**config.mk**
```make
export PLATFORM = sky130hd
export DESIGN_NAME = oam_dma
export DESIGN_NICKNAME = d
export VERILOG_FILES = /design/src/rtl/gb_pkg.sv /design/src/rtl/oam_dma.sv
export SDC_FILE = /design/constraint.sdc
export NUM_CORES = 1
export LEC_CHECK = 0
export ABC_AREA = 1
export CELL_PAD_IN_SITES_DETAIL_PLACEMENT = 1
export CELL_PAD_IN_SITES_GLOBAL_PLACEMENT = 2
export CORE_MARGIN = 3
export CORE_UTILIZATION = 18
export CTS_CLUSTER_SIZE = 8
export DETAILED_ROUTE_END_ITERATION = 8
export PLACE_DENSITY_LB_ADDON = 0.25
export SLEW_MARGIN = 20
export SYNTH_ARGS = -nofsm -noshare
export SYNTH_HDL_FRONTEND = slang
export SYNTH_SLANG_ARGS = --single-unit
export TNS_END_PERCENT = 5
```
**constraint.sdc**
```tcl
create_clock -name clockgb -period 1.5 [get_ports clockgb]
set_clock_uncertainty 0.15 [all_clocks]
set_input_delay 0.3 -clock clockgb [delete_from_list [all_inputs] [get_ports clockgb]]
set_output_delay 0.3 -clock clockgb [all_outputs]
set_load 0.02 [all_outputs]
```
**src/rtl/gb_pkg.sv**
```systemverilog
// Shared Game Boy bus definitions: DMA state encoding, read-select encoding
// and the fixed address map constants used by the OAM DMA arbiter.
package gb_pkg;

   typedef enum logic [1:0] {
      ST_IDLE  = 2'd0,
      ST_START = 2'd1,
      ST_RUN   = 2'd2
   } dma_state_t;

   typedef enum logic [1:0] {
      SEL_BUS = 2'd0,
      SEL_SRC = 2'd1,
      SEL_FF  = 2'd2
   } rd_sel_t;

   localparam logic [15:0] DMA_REG_ADDR = 16'hff46;
   localparam logic [15:0] HRAM_LO      = 16'hff80;
   localparam logic [15:0] HRAM_HI      = 16'hfffe;
   localparam int          OAM_LEN      = 160;
   localparam logic [7:0]  ECHO_BASE    = 8'he0;

endpackage

```
**src/rtl/oam_dma.sv**
```systemverilog
// OAM DMA controller and CPU bus arbiter: copies LENGTH bytes from page
// {src, 00} into the ppu sprite table while fencing the CPU off to HRAM.
//
// state | meaning
// IDLE  | CPU owns the bus; wr_pend marks the trailing OAM write cycle
// START | one dead cycle after the trigger, CPU limited to HRAM
// RUN   | DMA reads {page, idx} each cycle, writes the previous byte to OAM
module oam_dma
   import gb_pkg::*;
#(
   parameter int          LENGTH   = OAM_LEN,
   parameter logic [15:0] REG_ADDR = DMA_REG_ADDR
) (
   input  logic        clockgb,
   input  logic        reset,
   input  logic [15:0] address,
   input  logic [7:0]  indata,
   output logic [7:0]  outdata,
   input  logic        load,
   input  logic        store,
   output logic [15:0] bus_address,
   output logic [7:0]  bus_indata,
   input  logic [7:0]  bus_outdata,
   output logic        bus_load,
   output logic        bus_store,
   output logic [7:0]  oam_address,
   output logic [7:0]  oam_indata,
   output logic        oam_store,
   output logic        busy
);

   localparam logic [7:0] LAST_IDX = 8'(LENGTH - 1);

   dma_state_t state, state_nxt;
   rd_sel_t    rd_sel;
   logic [7:0] src;
   logic [7:0] idx;
   logic       wr_pend;

   logic       trig;
   logic       cpu_reg;
   logic       cpu_hram;
   logic [7:0] page;

   assign cpu_reg  = (address == REG_ADDR);
   assign cpu_hram = (address >= HRAM_LO) && (address <= HRAM_HI);
   assign trig     = store && cpu_reg;
   assign busy     = (state != ST_IDLE) || wr_pend;
   // Pages E0-FF alias the C0-DF work RAM, as on the real echo region.
   assign page     = (src < ECHO_BASE) ? src : (src - 8'h20);

   always_comb begin
      state_nxt = state;
      case (state)
         ST_IDLE:  state_nxt = ST_IDLE;
         ST_START: state_nxt = ST_RUN;
         ST_RUN:   if (idx == LAST_IDX) state_nxt = ST_IDLE;
         default:  state_nxt = ST_IDLE;
      endcase
      if (trig) state_nxt = ST_START;
   end

   always_ff @(posedge clockgb or posedge reset) begin
      if (reset) begin
         state   <= ST_IDLE;
         src     <= 8'h00;
         idx     <= 8'h00;
         wr_pend <= 1'b0;
      end else begin
         state <= state_nxt;
         if (trig) begin
            src     <= indata;
            idx     <= 8'h00;
            wr_pend <= 1'b0;
         end else begin
            case (state)
               ST_RUN: begin
                  idx     <= idx + 8'd1;
                  wr_pend <= 1'b1;
               end
               ST_IDLE: wr_pend <= 1'b0;
               default: wr_pend <= wr_pend;
            endcase
         end
      end
   end

   always_ff @(posedge clockgb or posedge reset) begin
      if (reset) begin
         rd_sel <= SEL_BUS;
      end else if (load) begin
         if (cpu_reg)
            rd_sel <= SEL_SRC;
         else if (busy && !cpu_hram)
            rd_sel <= SEL_FF;
         else
            rd_sel <= SEL_BUS;
      end
   end

   always_comb begin
      bus_address = address;
      bus_indata  = indata;
      bus_load    = load  && !cpu_reg;
      bus_store   = store && !cpu_reg;
      if (state == ST_RUN) begin
         bus_address = {page, idx};
         bus_load    = 1'b1;
         bus_store   = 1'b0;
      end else if (busy) begin
         bus_load    = load  && cpu_hram;
         bus_store   = store && cpu_hram;
      end
   end

   // A trigger landing on a pending write drops that byte.
   assign oam_store   = wr_pend && !trig;
   assign oam_address = wr_pend ? (idx - 8'd1) : 8'h00;
   assign oam_indata  = wr_pend ? bus_outdata : 8'h00;

   always_comb begin
      outdata = bus_outdata;
      case (rd_sel)
         SEL_SRC: outdata = src;
         SEL_FF:  outdata = 8'hff;
         default: outdata = bus_outdata;
      endcase
   end

endmodule

```
==> flow_summary.ini <==
[run_status]
status = finished with violations
violated_checks = negative setup slack

[sta]
worst_pin_slew_ns = 0.249
maxClockFrequency_mhz = 506
fin_ws_ns = -0.477
period_minus_slack_ns = 1.98
min_period_over_period_pct = 132
grt_setup_unrepaired = yes
slew_violations = 0
report.final.hold_viol_count = 0
setup_violations = 46
setup_total_negative_slack_ns = -12.61
max-slew-margin-rel_pct = 83.3

[min_path]
hold_class = in2async

[clocking]
clockRootBuffer = clkbuf_8
tritoncts_num_sinks = 21
h-tree-depth = 1
clockBufferDepth = 2
clkTransAtPathRegs_ns = 0.09
tritoncts = yes
total_cts_buffers = 3
latest_clock_arrival_within_the_worst_skew_pair_ns = 0.27

[finish]
drive_above_1_share_pct = 59.3
num-fill-cells = 1205
diodes = 0
final_core_util_pct = 40.5
finish.net_count = 479
instances_no_fill = 566
stdcell_area_um2 = 3830
synthToLayoutAreaGrowth_pct = 113

[grt]
grt_start_max_net_pins = 22
number_of_global_route_vias_before_repair = 2429
grt_antenna_before_repair = 0
grt_remaining_overflow = 0
grtUsageTotal_pct = 13.5
wire_length_of_the_first_global_routing_pass_mm = 12.2

[synth]
synth_largest_type_area_fraction_pct = 29.3
synth.top_cells.by_area = dfrtp_1 (29%), nand2_1 (16%), inv_1 (9.4%), o21ai_0 (7.8%), nor2_1 (4.8%)
yosys_warnings = 0
syn_area_um2 = 1790
yosys.cell_types.count = 31
ys_ff_latch = 21
syn_nets = 319
cell_count_after_synthesis = 278
syn_area_per_cell_um2 = 6.45
synth_area_leader = dfrtp_1
synth.yosys.seq_area_share_pct = 29.3

[critical_path]
ff2ff_path_depth = 9
reg2reg_from = state[1]
crit_path_max_fanout = 3
setup.worst_path.start = idx[1]
critPathKind = reg2out
critical_path.endpoint_type = primary output
critical_path_sink = oam_address[7]
cp_startpoint_kind = register
cp_data_arrival_time_ns = 1.53
regToRegSetupSlack_ns = -0.07
timing.rr.end = idx[6]
crit_required_ns = 1.05

[route]
routed_wl_mm = 7.70
route.detailed.vias_per_inst = 4.15
drt-pass1-iter-count = 4
route.antenna.remaining_nets = 0
detailedRoute.firstIterationViolations = 44
route.detailed.drc = 0
vias = 2350
wl_per_cell_um = 13.6

[place]
post_dp_cell_area_um2 = 3320
port_buffers = 87
finalWeightedCongestion = 0.719
numPlacedInstances = 543
dpl.hpwl_mm = 5.74

[die]
core_area_um2 = 9460
die_width_um = 106
fp.dieH_um = 106
io_pins = 88
fp.dieArea_um2 = 11200
initial_standard_cell_utilization_of_the_core_pct = 19.0
rows = 35

[power]
peakVddDrop_mv = 0.257
design_power_total_w = 0.00149
p_leak_nw = 1.99
p_per_area_nw_per_um2 = 389

[run]
maxCapViolCount = 0
-- registers in the layout, indices dropped and copies added, names as in the netlist --
signal and count:
src 8, state 2, rd_sel 2, wr_pend 1, idx 8
-- synthesized netlist by cell type --
master / number
o21a_1: 1
nand2_1: 77
dfrtp_1: 21
a21oi_1: 11
inv_2: 2
nor2_1: 23
o211ai_1: 2
nor2_4: 1
nor3_1: 1
o21bai_1: 2
buf_2: 1
and2_4: 1
nor2_2: 2
xnor2_1: 1
xor2_1: 1
a31oi_1: 1
nand4_1: 2
nand2_4: 1
nand2_2: 2
buf_4: 9
ha_1: 5
nand3_1: 17
o21ai_2: 8
inv_1: 45
o21ai_1: 2
nor2_8: 1
nor3_2: 2
buf_1: 1
buf_12: 1
o21ai_0: 28
clkbuf_1: 6
-- cell usage in the layout (no fill, tap or decap), types with 2 or more instances in the layout --
master	n
nand4_1	2
nand2_1	54
buf_2	15
clkbuf_8	3
o21ai_0	2
dfrtp_2	2
a21oi_4	2
nand3_1	11
o21ai_4	2
buf_6	35
buf_12	6
a21oi_2	8
clkbuf_2	4
clkdlybuf4s15_1	2
o21ai_1	9
clkdlybuf4s50_1	19
nor2_4	8
inv_1	33
nand2_4	4
dfrtp_1	19
nand2_2	22
o21ai_2	25
nor2_2	7
ha_4	3
buf_4	81
dlygate4sd2_1	8
o211ai_1	2
nor3_4	2
inv_2	13
nor2_1	11
nand3_2	5
-- worst min-delay path by stage --
stage	end	slack, ns	start
after floorplan	idx[0]	0.13	reset
after global placement	src[4]	0.41	src[4]
final	src[2]	0.21	reset
after detailed placement	src[3]	0.41	src[3]
after CTS	idx[6]	0.21	reset
after global routing	idx[7]	0.22	reset
-- metal layers --
metal  share of wire [%]  global-route usage [%]  wire length (µm)  vias to the layer above
met5                   0                       0                 0                        -
met1                  42                    16.6              3240                     1106
met3                 3.7                    1.78               288                        2
met4                0.39                    2.50                30                        0
met2                  54                    25.0              4130                       55
li1                    -                       -                 -                     1187
-- power by group --
group	internal [W]	switching [W]	leakage [nW]
Sequential	0.000568	0.00000224	0.242
Combinational	0.000270	0.000249	1.73
Clock	0.000186	0.000213	0.0255
-- cell families (layout without fill, tap and decap cells) --
| kind of cell | after synthesis | after routing | share of synthesized area (%) |
|---|---|---|---|
| and+or+nand+nor | 130 | 130 | 32.0 |
| buffers and inverters | 65 | 224 | 16.5 |
| AOI/OAI and AO/OA | 55 | 55 | 17.8 |
| DFF | 21 | 21 | 29.3 |
| adders and majority gates | 5 | 5 | 3.49 |
| xor gates and xnor gates | 2 | 2 | 0.976 |
-- worst max-delay path, cell delays in order, from the launching register on --
cell and delay [ns]:
dfrtp_1 0.44, nor3_4 0.25, nand3_2 0.15, nor2_4 0.12
nor2_1 0.05, nor2_2 0.11, buf_6 0.13
-- cell type report --
class | instances | area [µm²] | share of cell area [%]
timing repair buffer | 173 | 1550 | 40.5
multi-input combinational | 192 | 1360 | 35.6
sequential | 21 | 528 | 13.8
inverter | 47 | 179 | 4.67
tap | 129 | 161 | 4.22
clock buffer | 3 | 41.3 | 1.08
clock inverter | 1 | 5.00 | 0.131
-- through the flow --
stage / worst slack [ns] / hold WS, ns
after global placement: -1.05 / 0.406
final: -0.477 / 0.206
after global routing: -0.572 / 0.221
after floorplan: -0.0796 / 0.127
after detailed placement: -1.08 / 0.412
after CTS: -0.485 / 0.210
-- what timing repair did --
item,CTS,global route
setup endpoints to repair,73,61
setup buffers,11,7
hold buffers,0,0
gates cloned,0,1
resized for setup,345,75
pin swaps,30,17
Power figures use the tool's default switching activity.
